`config.mk`:
```
export PLATFORM = sky130hd
export DESIGN_NAME = dmem_store_buffer
export DESIGN_NICKNAME = d
export VERILOG_FILES = /design/src/rtl/dmem_store_buffer.sv
export SDC_FILE = /design/constraint.sdc
export NUM_CORES = 1
export LEC_CHECK = 0
export CAP_MARGIN = 20
export CORE_MARGIN = 2
export CORE_UTILIZATION = 50
export CTS_BUF_LIST = sky130_fd_sc_hd__clkbuf_4 sky130_fd_sc_hd__clkbuf_8 sky130_fd_sc_hd__clkbuf_16
export DETAILED_ROUTE_END_ITERATION = 12
export PLACE_DENSITY = 0.69
export REMOVE_ABC_BUFFERS = 1
export SLEW_MARGIN = 25
export SYNTH_ARGS = -nofsm -noshare
export SYNTH_HDL_FRONTEND = slang
export SYNTH_SLANG_ARGS = --single-unit
```
`constraint.sdc`:
```
create_clock -name clk -period 10.3 [get_ports clk]
set_clock_uncertainty 0.1 [all_clocks]
set_input_delay 2.06 -clock clk [delete_from_list [all_inputs] [get_ports clk]]
set_output_delay 2.06 -clock clk [all_outputs]
set_load 0.02 [all_outputs]
```
`src/rtl/dmem_store_buffer.sv`:
```
// Posted-write FIFO between the memory stage and the dmem write port; stalls loads that hit pending stores.
// Optional store-to-load forwarding of full-word entries is enabled by defining STBUF_FWD_EN.
module dmem_store_buffer #(
    parameter int DEPTH  = 4,
    parameter int ADDR_W = 12
) (
    input  logic                      clk,
    input  logic                      rst_n,
    input  logic                      st_valid,
    output logic                      st_ready,
    input  logic [ADDR_W-1:0]         st_addr,
    input  logic [31:0]               st_data,
    input  logic [3:0]                st_we,
    input  logic                      ld_valid,
    input  logic [ADDR_W-1:0]         ld_addr,
    output logic                      ld_stall,
    input  logic                      mem_busy,
    output logic [3:0]                mem_we,
    output logic [ADDR_W-1:0]         mem_adr,
    output logic [31:0]               mem_din,
    output logic                      empty,
    output logic [$clog2(DEPTH):0]    count
`ifdef STBUF_FWD_EN
    ,
    output logic                      fwd_hit,
    output logic [31:0]               fwd_data
`endif
);
    localparam int PTR_W = $clog2(DEPTH);
    localparam int CNT_W = PTR_W + 1;
    localparam logic [CNT_W-1:0] FULL = CNT_W'(DEPTH);

    logic [ADDR_W-1:0] ent_addr [DEPTH];
    logic [31:0]       ent_data [DEPTH];
    logic [3:0]        ent_we   [DEPTH];
    logic [DEPTH-1:0]  ent_valid;
    logic [PTR_W-1:0]  head, tail, idx;
    logic [CNT_W-1:0]  cnt;
    logic              enq, drain, match_any;
    logic              young_full;
    logic [31:0]       young_data;

    // st_ready looks only at the registered count so a same-cycle drain never opens a slot.
    assign st_ready = (cnt != FULL);
    assign enq      = st_valid & st_ready & (st_we != 4'b0000);
    assign drain    = (cnt != '0) & ~mem_busy;
    assign mem_adr  = ent_addr[head];
    assign mem_din  = ent_data[head];
    assign mem_we   = drain ? ent_we[head] : 4'b0000;
    assign empty    = (cnt == '0);
    assign count    = cnt;

    // Walk oldest to youngest so the last hit left standing is the youngest match.
    always_comb begin
        match_any  = 1'b0;
        young_full = 1'b0;
        young_data = '0;
        idx        = '0;
        for (int i = 0; i < DEPTH; i++) begin
            idx = head + PTR_W'(i);
            if (ent_valid[idx] && (ent_addr[idx] == ld_addr)) begin
                match_any  = 1'b1;
                young_full = (ent_we[idx] == 4'b1111);
                young_data = ent_data[idx];
            end
        end
    end

`ifdef STBUF_FWD_EN
    assign ld_stall = ld_valid & (st_valid | (match_any & ~young_full));
    assign fwd_hit  = ld_valid & ~st_valid & match_any & young_full;
    assign fwd_data = fwd_hit ? young_data : 32'h0;
`else
    assign ld_stall = ld_valid & (st_valid | match_any);
`endif

    always_ff @(posedge clk or negedge rst_n) begin
        if (!rst_n) begin
            head      <= '0;
            tail      <= '0;
            cnt       <= '0;
            ent_valid <= '0;
            for (int i = 0; i < DEPTH; i++) begin
                ent_addr[i] <= '0;
                ent_data[i] <= '0;
                ent_we[i]   <= '0;
            end
        end else begin
            if (enq) begin
                ent_addr[tail]  <= st_addr;
                ent_data[tail]  <= st_data;
                ent_we[tail]    <= st_we;
                ent_valid[tail] <= 1'b1;
                tail            <= tail + PTR_W'(1);
            end
            // Head and tail only coincide when empty or full, so these never hit the same slot.
            if (drain) begin
                ent_valid[head] <= 1'b0;
                head            <= head + PTR_W'(1);
            end
            case ({enq, drain})
                2'b10:   cnt <= cnt + CNT_W'(1);
                2'b01:   cnt <= cnt - CNT_W'(1);
                default: cnt <= cnt;
            endcase
        end
    end
endmodule

```
# Word level (Yosys, flattened, before mapping)
# Cells that the tools add are included.
[classes] eq_ne=7 n_addsub=6 n_mux=47 n_bitwise=14 n_lt_le_gt_ge=13 n_reduce_logical=11
[ops] op="$bwmux 128" count=1
[ops] op="$mux 12" count=9
[ops] op="$bmux 12 s2" count=4
[ops] op="$mux 32" count=3
[ops] op="$bmux 32 s2" count=1
[ops] op="$demux 32 s2" count=1
[ops] op="$bwmux 48" count=1
[ops] op="$eq 12x12->1" count=4
[ops] op="$demux 12 s2" count=1
[ops] op="$mux 4" count=6
[ops] op="$bwmux 16" count=1
[ops] op="$ge 3x3->1 const B" count=5
[ops] op="$lt 2x3->1 const B" count=5
[ops] op="$not 2->3" count=5
[ops] op="$mux 1" count=10
[ops] op="$bmux 1 s2" count=4
[ops] op="$bmux 4 s2" count=1
[ops] op="$demux 4 s2" count=1
[ops] op="$logic_and 1x1->1" count=7
[ops] op="$pmux 3 s2" count=1
[ops] op="$add 2x1->2 const B" count=2
[ops] op="$add 2x2->2 const B" count=2
[ops] op="$and 1x1->1" count=4
[ops] op="$and 4x4->4" count=1
[ops] op="16 further kinds" count=18
[word_totals] register_bits=203 elab_cells=114 out_inout_bits=54 inputBits=65

# Longest topological paths before layout
[depth] word_depth=12 depth_mapped=15 depth_no_buf=9

# Least setup slack after synthesis
# No wires, ideal clock.
[synth_timing] path_kind="input -> output" startpoint="input ld_addr[3]" endpoint="output ld_stall" t_required_ps=8140 setup_slack_ps=4720 path_stages=7 t_arrival_ps=3420 n_path_buf=1 cell_sequence="clkbuf_1 -> inv_1 -> a21oi_1 -> mux4_2 -> o2111a_1 -> o2111ai_1 -> a31oi_1"
[synth_between] elab_chain_len=8 elab_cells_between_ends=14 classes_between="eq/ne: 4; mux: 4; bitwise: 2; reduce/logical: 4"
[synth_rtl] element="start: declaration" line_no="15" rtl="input logic [ADDR_W-1:0] ld_addr,"
[synth_rtl] element="$eq 12x12->1" line_no="61" rtl="if (ent_valid[idx] && (ent_addr[idx] == ld_addr)) begin"
[synth_rtl] element="$logic_and 1x1->1" line_no="61"
[synth_rtl] element="$mux 1 (3 in series)" line_no="61"
[synth_rtl] element="$mux 1 (*)" line_no="61"
[synth_rtl] element="$or 1x1->1 (*)" line_no="74" rtl="assign ld_stall = ld_valid & (st_valid | match_any);"
[synth_rtl] element="$and 1x1->1 (*)" line_no="74"
[synth_rtl] element="end: declaration" line_no="16" rtl="output logic ld_stall,"
# Mark *: on every way between the ends. The rest lies on a longest branch, timed or not.

# Final worst setup path
[layout_timing] startpoint="register head[0]" endpoint="output ld_stall"
[layout_between] elab_cells_between_ends=41 classes_between="add/sub: 3; eq/ne: 4; mux: 24; bitwise: 6; reduce/logical: 4"
[layout_lines] element="start: declaration" line_no="37" rtl="logic [PTR_W-1:0] head, tail, idx;"
[layout_lines] element="start signal: assignment" line_no="99" rtl="head <= head + PTR_W'(1);"
[layout_lines] element="$add 2x2->2 (*)" line_no="60" rtl="idx = head + PTR_W'(i);"
[layout_lines] element="net idx[0]" line_no="37"
[layout_lines] element="$not 2->3"
[layout_lines] element="$bmux 12 s2" line_no="61"
[layout_lines] element="$mux 12 (not written as such) (2 in series)" line_no="61"
[layout_lines] element="$eq 12x12->1" line_no="61"
[layout_lines] element="$logic_and 1x1->1 (*)" line_no="61"
[layout_lines] element="$mux 1 (*)" line_no="61"
[layout_lines] element="$or 1x1->1 (*)" line_no="74"
[layout_lines] element="$and 1x1->1 (*)" line_no="74"
# The timed path passes the listed nets; every way through them passes the cells marked *. The select of a mux whose other input is x is not followed.

==> results.md <==
- Num ports: 119
- Switching Share: 36.4%
- Vias in the first global route: 7066
- PwrDens: 382 mW/mm²
- Most frequent cells in the layout: 201 x dfrtp_1, 193 x mux2_1, 117 x clkdlybuf4s50_1, 79 x mux4_2, 42 x xnor2_1
- Synth top area cells: dfrtp_1 48%, mux2_1 21%, mux4_2 17%, xnor2_1 3.5%, mux2i_1 1.5%
- Total of max-cap violations: 0
- Number of instances in the placed design: 1033
- # hold bufs at CTS: 0
- Initial core utilization: 50.5%
- Net Switching: 1760 µW
- R2R setup slack: 7.66 ns
- DRT iter0 DRCs: 202
- Worst setup SP type: flip-flop
- # Post-CTS Setup Buffers: 0
- Mapped Cells: 681
- RSZ-0062 raised after global routing: no
- CTS Buffer Depth: 3
- Nets: 859
- Clock latency at the later pin of the worst-skew pair: 0.50 ns
- Clk pwr share: 16.8%
- Max rail drop VDD: 0.000187 V
- Clk sinks: 203
- Post-Syn Area: 0.0105 mm²
- Root Driver: clkbuf_16
- Post-CTS sizing: 0
- Port Buffers: 118
- Register area share after synthesis: 48.4%
- Vias: 6209
- Gp weighted congestion: 0.892
- Antenna-violating nets left: 0
- Core Area: 0.0208 mm²
- Yosys top cell by area: dfrtp_1
- Int Pwr: 3070 µW
- Total track usage: 21.5%
- Final hold violations: 0
- Grt ovf: 0
- Number of fillers in the final layout: 1586
- Most frequent CP cell: a31oi_1
- Synth warn: 0
- Worst-path cell chain: inv_2, ha_1, buf_4, mux4_2, xnor2_1, nand4_1, nor4_1, a31oi_1, a31oi_1, clkdlybuf4s50_1
- TNS Setup: 0 ns
- HP Start: ent_data[51]
- Reg2reg start: count[0]
- Worst path bufs/invs: 3
- Worst-path clk slew: 0.06 ns
- Combinational cell fraction of total power: 51.5%
- DRC: 0
- CP Capture Type: output port
- Max-Slew Margin vs Limit: 34.3%
- Max Transition Viols Final: 0
- Std-Cell Rows: 53
- Final setup fails: 0
- Status: completed
- Post-synth top area share: 48.4%
- Hold EP: ent_data[51]
- CP top delay family: buffers and inverters
- Fin crit share: 67.2%
- Initial antenna violation count: 0
- Flop pwr share: 31.7%
- Dpl ws: 3.82 ns
- Avg Inst Size Synth: 15.4 µm²
- CTS buffer count: 23
- CP max stage delay: 0.87 ns
- Worst EP required: 8.14 ns
- Die X: 149 µm
- Largest net degree at the start of global routing: 133
- H-tree Lvls: 1
- Most common cell after layout, fill and taps aside: dfrtp_1
- Tmin final: 6.92 ns
- Least-Margin Pin Slew: 0.985 ns
- #FFs+latches synth: 203
- Kind of critical path: flip-flop to output port
- Dpl hpwl: 14.8 mm
- Max Clock Freq: 0.145 GHz
- Max Fanout on Critical Path: 41
- Die ar.: 0.0222 mm²
- DRT Pass-1 Iters: 4
- R2R Path End: ent_data[31]
- Post-route insts no fill: 1074
- Total power draw: 4830 µW
- Layout area overhead: 20.2%
- # diodes: 0
- Layout cells sized above 1: 17.3%
- Setup ws final: 3.38 ns
- Arrival @ worst endpoint: 4.76 ns
- Routed vias/inst: 5.78
- Leak pwr: 0.00515 µW
- Slowest CP cell: dfrtp_4
- Post-synth cell types: 37
- Cell depth of the worst flop-to-flop path: 5
- Worst hold slack: 0.386 ns
- Reg area: 0.00508 mm²
- Die span in y: 149 µm
- First-pass GRT wire length: 37.8 mm
- Multi-input gate area: 0.00511 mm²
- Hold Path Depth: 1
- CTS tree: done
- DRT Wirelength: 23.0 mm
- Routed len/inst: 21.4 µm
- Tightest Hold Check Type: flip-flop to flip-flop
worst register-to-register path: stages (launching register included):
cell	delay, ns
dfrtp_1	0.44
nor2_1	0.10
a21oi_2	0.45
nand2_2	0.54
buf_4	0.49
mux2_1	0.39
per-layer routing:
layer  GRT usage (%)  up-vias  share of wire (%)  routed length, µm
li1                -     2748                  -                  -
met1            27.6     3293                 42               9600
met2            37.1      128                 50              11500
met3            5.05       40                6.0               1370
met4            5.52        0                2.3                520
met5               0        -                  0                  0
how the worst max path moves through the flow:
stage | start | endpoint | slack (ns) | cells past startpoint
floorplan | head[0] | ld_stall | 1.93 | 8
global placement | ld_addr[1] | ld_stall | 3.84 | 8
detailed placement | ld_addr[1] | ld_stall | 3.82 | 8
CTS | head[0] | ld_stall | 3.29 | 10
global route | head[0] | ld_stall | 3.03 | 10
finish | head[0] | ld_stall | 3.38 | 10
synth_stat cells (all sizes together):
cell	n
dfrtp	203
mux2	193
mux4	80
buf	42
xnor2	42
mux2i	16
inv	15
xor2	15
nand2	11
ha	9
clkbuf	7
a21oi	6
nor2	6
nand4	5
a22oi	4
and2	4
nor4	4
nand3	3
o21ai	3
a31oi	2
nor3	2
o31ai	2
a221oi	1
a32oi	1
a41oi	1
fa	1
o2111a	1
o2111ai	1
o41ai	1
final cells by class:
type	instances	area share (%)
Clock buffer	34	5.51
Sequential cell	203	40.2
Clock inverter	6	0.495
Multi-Input combinational cell	414	40.5
Inverter	15	0.446
Tap cell	275	2.72
Timing Repair Buffer	127	10.1
through the flow:
step                area, µm²  util (%)
finish                  12600      60.7
detailed placement      11800      56.9
global placement        11800      56.9
floorplan               10200         -
CTS                     12600      60.5
global route            12600      60.7
cell families after synthesis:
logic type	count (synthesis)	synth area share (%)
multiplexers	289	39.4
adder cells (fa/ha/maj)	10	1.26
flip-flops	203	48.4
AO/OA/AOI/OAI	23	1.54
AND/OR/NAND/NOR	35	1.62
buffers and inverters	64	3.08
XOR/XNOR	57	4.75
power by group through the flow:
stage / Sequential (µW) / Clock [µW] / Combinational [µW]
final: 1530 / 809 / 2490
after CTS: 1530 / 832 / 2520
after detailed placement: 1550 / 0 / 2510
after global placement: 1500 / 0 / 2470
after global routing: 1600 / 866 / 2670
after floorplan: 1510 / 0 / 1720
registers in the layout (all words and copies together), names as in the netlist:
signal	count
ent_data	128
head	2
ent_addr	48
ent_valid	4
count	3
ent_we	16
tail	2
No activity file was read; power rests on OpenSTA's default activity.
